===== src/rtl/fetch_unit.sv =====
// fetch_unit: PC holder and instruction fetch stage with valid/ready handoff to jump resolution
module fetch_unit #(
  parameter int ADDR_W = 12,
  parameter int INSTR_W = 16,
  parameter logic [ADDR_W-1:0] RESET_PC = '0,
  parameter int CNT_W = 16
) (
  input  logic               clk,
  input  logic               reset,
  output logic [ADDR_W-1:0]  imem_addr,
  input  logic [INSTR_W-1:0] imem_rdata,
  output logic [INSTR_W-1:0] instr,
  output logic [ADDR_W-1:0]  instr_address,
  output logic               instr_valid,
  input  logic               instr_ready,
  input  logic [ADDR_W-1:0]  next_pc,
  input  logic               is_jump,
  output logic [CNT_W-1:0]   fetch_count,
  output logic [CNT_W-1:0]   jump_count
);
  typedef enum logic [1:0] {ISSUE, CAPTURE, VALID} state_t;
  state_t state_q, state_d;
  logic [ADDR_W-1:0] pc_q, pc_d, addr_q, addr_d;
  logic [INSTR_W-1:0] instr_q, instr_d;
  logic [CNT_W-1:0] fc_q, fc_d, jc_q, jc_d;
  logic accept;
  // next state; on accept the memory already saw next_pc, so ISSUE is skipped
  always_comb begin
    accept = state_q == VALID && instr_ready;
    state_d = state_q == ISSUE ? CAPTURE : state_q == CAPTURE ? VALID : accept ? CAPTURE : VALID;
    pc_d = accept ? next_pc : pc_q;
    instr_d = state_q == CAPTURE ? imem_rdata : instr_q;
    addr_d = state_q == CAPTURE ? pc_q : addr_q;
    fc_d = fc_q + CNT_W'(accept);
    jc_d = jc_q + CNT_W'(accept & is_jump);
    imem_addr = state_q == VALID ? next_pc : pc_q;
    instr_valid = state_q == VALID;
  end
  // state registers; reset discards any in-flight accept
  always_ff @(posedge clk) begin
    if (reset) begin
      state_q <= ISSUE;
      pc_q <= RESET_PC;
      addr_q <= RESET_PC;
      instr_q <= '0;
      fc_q <= '0;
      jc_q <= '0;
    end else begin
      state_q <= state_d;
      pc_q <= pc_d;
      addr_q <= addr_d;
      instr_q <= instr_d;
      fc_q <= fc_d;
      jc_q <= jc_d;
    end
  end
  assign instr = instr_q;
  assign instr_address = addr_q;
  assign fetch_count = fc_q;
  assign jump_count = jc_q;
endmodule


===== config.mk =====
export PLATFORM = sky130hd
export DESIGN_NAME = fetch_unit
export DESIGN_NICKNAME = d
export VERILOG_FILES = /design/src/rtl/fetch_unit.sv
export SDC_FILE = /design/constraint.sdc
export NUM_CORES = 1
export LEC_CHECK = 0
export BUFFER_PORTS_ARGS = -buffer_cell sky130_fd_sc_hd__buf_2
export CORE_UTILIZATION = 35
export CTS_CLUSTER_DIAMETER = 40
export DETAILED_ROUTE_END_ITERATION = 10
export HOLD_SLACK_MARGIN = 0.12
export PLACE_DENSITY = 0.65
export SYNTH_ARGS = -nofsm -noshare
export SYNTH_HDL_FRONTEND = slang
export SYNTH_SLANG_ARGS = --single-unit

===== constraint.sdc =====
create_clock -name clk -period 3.4 [get_ports clk]
set_clock_uncertainty 0.2 [all_clocks]
set_input_delay 0.51 -clock clk [delete_from_list [all_inputs] [get_ports clk]]
set_output_delay 0.51 -clock clk [all_outputs]
set_load 0.05 [all_outputs]

# [After elaboration in Yosys (flattened, before gate mapping)]
# Index checks and enable logic that the tools add are counted.
# W data, S select, Z words.
[word_totals] inputBits=32 reg_bits=74
[classes] n_reduce_logical=3 bitwise=1 muxes=4 n_eq_ne=2 n_addsub=2
[ops] op="$add A16 B1 Y16" count=2
[ops] op="$mux W12" count=1
[ops] op="$mux W2" count=2
[ops] op="$eq A2 B1 Y1 const B" count=1
[ops] op="$eq A2 B2 Y1 const B" count=1
[ops] op="$logic_not A2 Y1" count=1
[ops] op="$reduce_or A2 Y1" count=1
[ops] op="$and A1 B1 Y1" count=1
[ops] op="$logic_and A1 B1 Y1" count=1
[ops] op="$mux W1" count=1

# [Longest topological paths before layout]
[depth] depth_word=5 mapped_depth=9 depth_no_buf=8

# [Least setup slack after synthesis]
# Ideal clock, no wire load.
[synth_path] path_type="input -> register" startpoint="in instr_ready" endpoint="reg jc_q[14] (netlist: jump_count[14])" path_slack_ns=0.654 required_ns=3.079 path_stages=9 arrival_time_ns=2.426 n_path_buf=1 path_cell_list="nand3b_1 inv_1 buf_1 and2_1 ha_1 ha_1 nand4_2 nor4_1 mux2_2"
[synth_between] elab_chain_cells=3
[synth_lines] element="start: declaration" line="15" text="input logic instr_ready,"
[synth_lines] element="$logic_and A1 B1 Y1" line="29" text="accept = state_q == VALID && instr_ready;"
[synth_lines] element="named net accept" line="26" text="logic accept;"
[synth_lines] element="$and A1 B1 Y1" line="35" text="jc_d = jc_q + CNT_W'(accept & is_jump);"
[synth_lines] element="$add A16 B1 Y16" line="35"
[synth_lines] element="end signal: assignment" line="54" text="jc_q <= jc_d;"
[synth_lines] element="end: declaration" line="25" text="logic [CNT_W-1:0] fc_q, fc_d, jc_q, jc_d;"
# The timed path passes the listed nets, and every way through them passes these cells.
# A chain may end at the register's enable or synchronous reset.

# [Worst setup path after layout]
[layout_path] startpoint="reg state_q[1]" endpoint="out imem_addr[5]"
[layout_between] elab_chain_cells=2
[layout_lines] element="start: declaration" line="22" text="state_t state_q, state_d;"
[layout_lines] element="start signal: assignment" line="49" text="state_q <= state_d;"
[layout_lines] element="$eq A2 B2 Y1" line="36" text="imem_addr = state_q == VALID ? next_pc : pc_q;"
[layout_lines] element="$mux W12" line="36"
[layout_lines] element="end: declaration" line="10" text="output logic [ADDR_W-1:0] imem_addr,"
# No other way between the ends.

==> key figures <==
Routing
  – Vias/cell: around 5.0
  – DR pass1 iterations: 4
  – Initial drt markers: 78
  – ANT nets after route: 0
  – Drt drc: 0
  – WL final: 7.468 mm
  – Avg WL per Cell: 13.08 µm
  – Vias: between 2000 and 3000

Logic synthesis
  – Sequential fraction of the synthesis area: 0.4815
  – Netlist cell types: 27
  – Post-synthesis instance area: 3077 µm²
  – Syn_nets: 397
  – Synth Register Bits: 74
  – Gate Count Post-Synth: 360
  – Syn avg cell area: 8.546 µm²
  – Yosys warns: 0

GRT
  – Grt ovf: 0
  – Overall routing resource usage: 0.1710
  – Vias in the first global route: approximately 2700
  – Initial antenna violation count: 0
  – First-pass GRT wire length: roughly 12 mm
  – Pin count of the biggest net entering global routing: 50

CTS
  – Clock Latency Late Sink: approximately 340 ps
  – CTS tree: built
  – Post-CTS sizing: 0
  – Clock Pin Slew Worst Setup and Hold Paths: approximately 80 ps
  – Maximum root-to-sink buffer count: 2
  – Postcts setup bufs: 0
  – CTS Buf Count: 9
  – CTS Hold Bufs: 0
  – Clock H-tree levels: 3
  – Clk root buf: clkbuf_8
  – Clock sinks: 74

STA
  – Min cycle time layout: 2738 ps
  – Pins over their slew limit: 0
  – RSZ-0062 raised after global routing: false
  – Worst-margin pin slew: between 1000 and 1500 ps
  – Setup TNS: 0 ps
  – Fmax: 0.3652 GHz
  – Final critical-path share of the clock period: 0.8054
  – Slew HR: 0.2440
  – Final worst setup slack: around 660 ps
  – Final setup fails: 0
  – Final Hold Vio Count: 0
  – Hold WS: 200.1 ps

Worst setup path
  – Critical-path top delay cell: nor2b_1
  – CP Max Fanout: 9
  – CP max stage delay: between 400 and 500 ps
  – Buf+Inv Stages, Crit Path: 2
  – CP Launch Type: flop
  – Critical Path RT: around 2700 ps
  – Worst path top cell family by delay: buffers and inverters
  – R2R Setup Slk: 790 ps
  – Crit path cell chain: nor2b_1, buf_4, mux2_2, buf_2
  – Setup crit end kind: output port
  – Critical path type: reg -> out
  – WP data arrival: between 2000 and 2500 ps

Place
  – Placer Congestion: 0.7318
  – Placed instance count: 555
  – Setup WS pre-CTS: between 500 and 600 ps
  – Port bufs: roughly 100
  – DP Area: ~3700 µm²
  – Detail Placement HPWL: around 5.2 mm

Final layout
  – Register area: between 1000 and 1500 µm²
  – Layout Nets: 498
  – Area of the multi-input gates: 1490 µm²
  – Share of cells above drive strength 1: 0.3176
  – Fill cell count: ~840
  – Diode count: 0
  – P&R area growth vs syn: 26.47%
  – Final instance area: roughly 3900 µm²
  – Final Core Density: 0.4642
  – Final non-filler cell total: 571

Power and ir drop
  – Lkg Pwr: about 1.7 nW
  – Flop pwr share: 0.495
  – Net Sw Frac: 0.2731
  – Combinational Power Share: 0.120
  – Int Pwr: 1.320 mW
  – Total chip power: between 1.5 and 2 mW
  – Clock power frac: 0.385
  – Sw Pwr: between 0.4 and 0.5 mW
  – VDD IR-drop max: approximately 200 µV
  – PwrDens: between 400 and 500 nW/µm²

Floorplan
  – Die Width: around 96 µm
  – I/O Pins: approximately 110
  – Initial core utilization: 0.3671
  – Die area: between 9000 and 10000 µm²
  – Die Y: ~96 µm
  – Core box area: about 8400 µm²
  – Row count: 33

Run
  – Max-Cap Viols: 0

Outcome
  – Status: complete, no violations

Min path
  – Worst hold path type: in -> reg
-- area by class of cell --
| class | count | share of cell area |
|---|---|---|
| Inverter | 9 | 0.008682 |
| Clock inverter | 5 | 0.01350 |
| Sequential cell | 74 | 0.3807 |
| Clock buffer | 11 | 0.03891 |
| Timing Repair Buffer | 108 | 0.1415 |
| Tap cell | 105 | 0.03376 |
| Multi-Input combinational cell | 259 | 0.3830 |
-- placed cells by master (no fill, tap or decap), types with 5 or more instances in the layout --
master,count
or4_1,8
dfxtp_1,74
a21oi_1,55
nand3_1,9
o31ai_1,8
clkbuf_8,11
nor2b_1,12
nor4_1,8
mux2_2,18
o21ai_0,6
nand2_1,85
nor2_1,17
ha_1,5
nand4_1,5
or3_1,6
inv_1,9
buf_2,104
-- power by group through the flow --
stage,Combinational [mW],Sequential [mW],Clock (mW)
after detailed placement,0.220,0.919,0
after floorplan,0.111,0.967,0
after global placement,0.218,0.918,0
final,0.217,0.899,0.700
after global routing,0.236,0.902,0.756
after CTS,0.220,0.899,0.717
-- flip-flops by register name, summed over array words and instances (netlist names) --
register       count
state_q            2
pc_q              12
instr             16
fetch_count       16
jump_count        16
instr_address     12
-- final timing paths --
check                     start              to  cells past startpoint
setup / recovery     state_q[1]    imem_addr[5]                      4
hold / removal    imem_rdata[0]        instr[0]                      3
hold reg to reg        instr[5]        instr[5]                      2
setup reg to reg     state_q[0]  jump_count[14]                      8
-- tightest hold or removal path, cell delays in order --
cell and delay (ps):
buf_2 90, nand2_1 40, a21oi_1 50
-- routing by layer --
metal | global-route usage | routed length (µm) | part of all wire
met5 | 0 | 0 | 0
met4 | 0.08333 | 110 | 0.015
met3 | 0.03555 | 426 | 0.057
met2 | 0.2917 | 3504 | 0.47
met1 | 0.2042 | 3427 | 0.46
-- Yosys cell counts --
cell type  instances  share of area
a21oi_1           55          0.089
and2_1             1         0.0020
buf_1             10          0.012
buf_2              5         0.0081
clkbuf_1           3         0.0037
dfxtp_1           74           0.48
ha_1               5          0.020
inv_1              9          0.011
mux2_1             2         0.0073
mux2_2            18          0.066
nand2_1           85           0.10
nand2_2            1         0.0020
nand2b_1           1         0.0020
nand3_1            9          0.015
nand3b_1           1         0.0024
nand4_1            5          0.010
nand4_2            2         0.0081
nand4_4            2          0.014
nor2_1            17          0.021
nor2b_1           13          0.026
nor4_1             8          0.016
o21ai_0            6         0.0098
o31ai_1            8          0.020
or3_1              6          0.012
or4_1              8          0.020
xnor2_1            2         0.0057
xor2_1             4          0.011
-- cells by family (layout without fill, tap and decap cells) --
logic type / count (synthesis) / count (layout) / share of synthesized area
and+or+nand+nor: 159 / 159 / 0.2542
DFF: 74 / 74 / 0.4815
AOI/OAI and AO/OA: 69 / 69 / 0.1187
buffers and inverters: 27 / 133 / 0.03497
muxes: 20 / 20 / 0.07320
xor gates and xnor gates: 6 / 6 / 0.01708
adders and majority gates: 5 / 5 / 0.02033
Note: power is estimated with default switching activity, not from simulation.
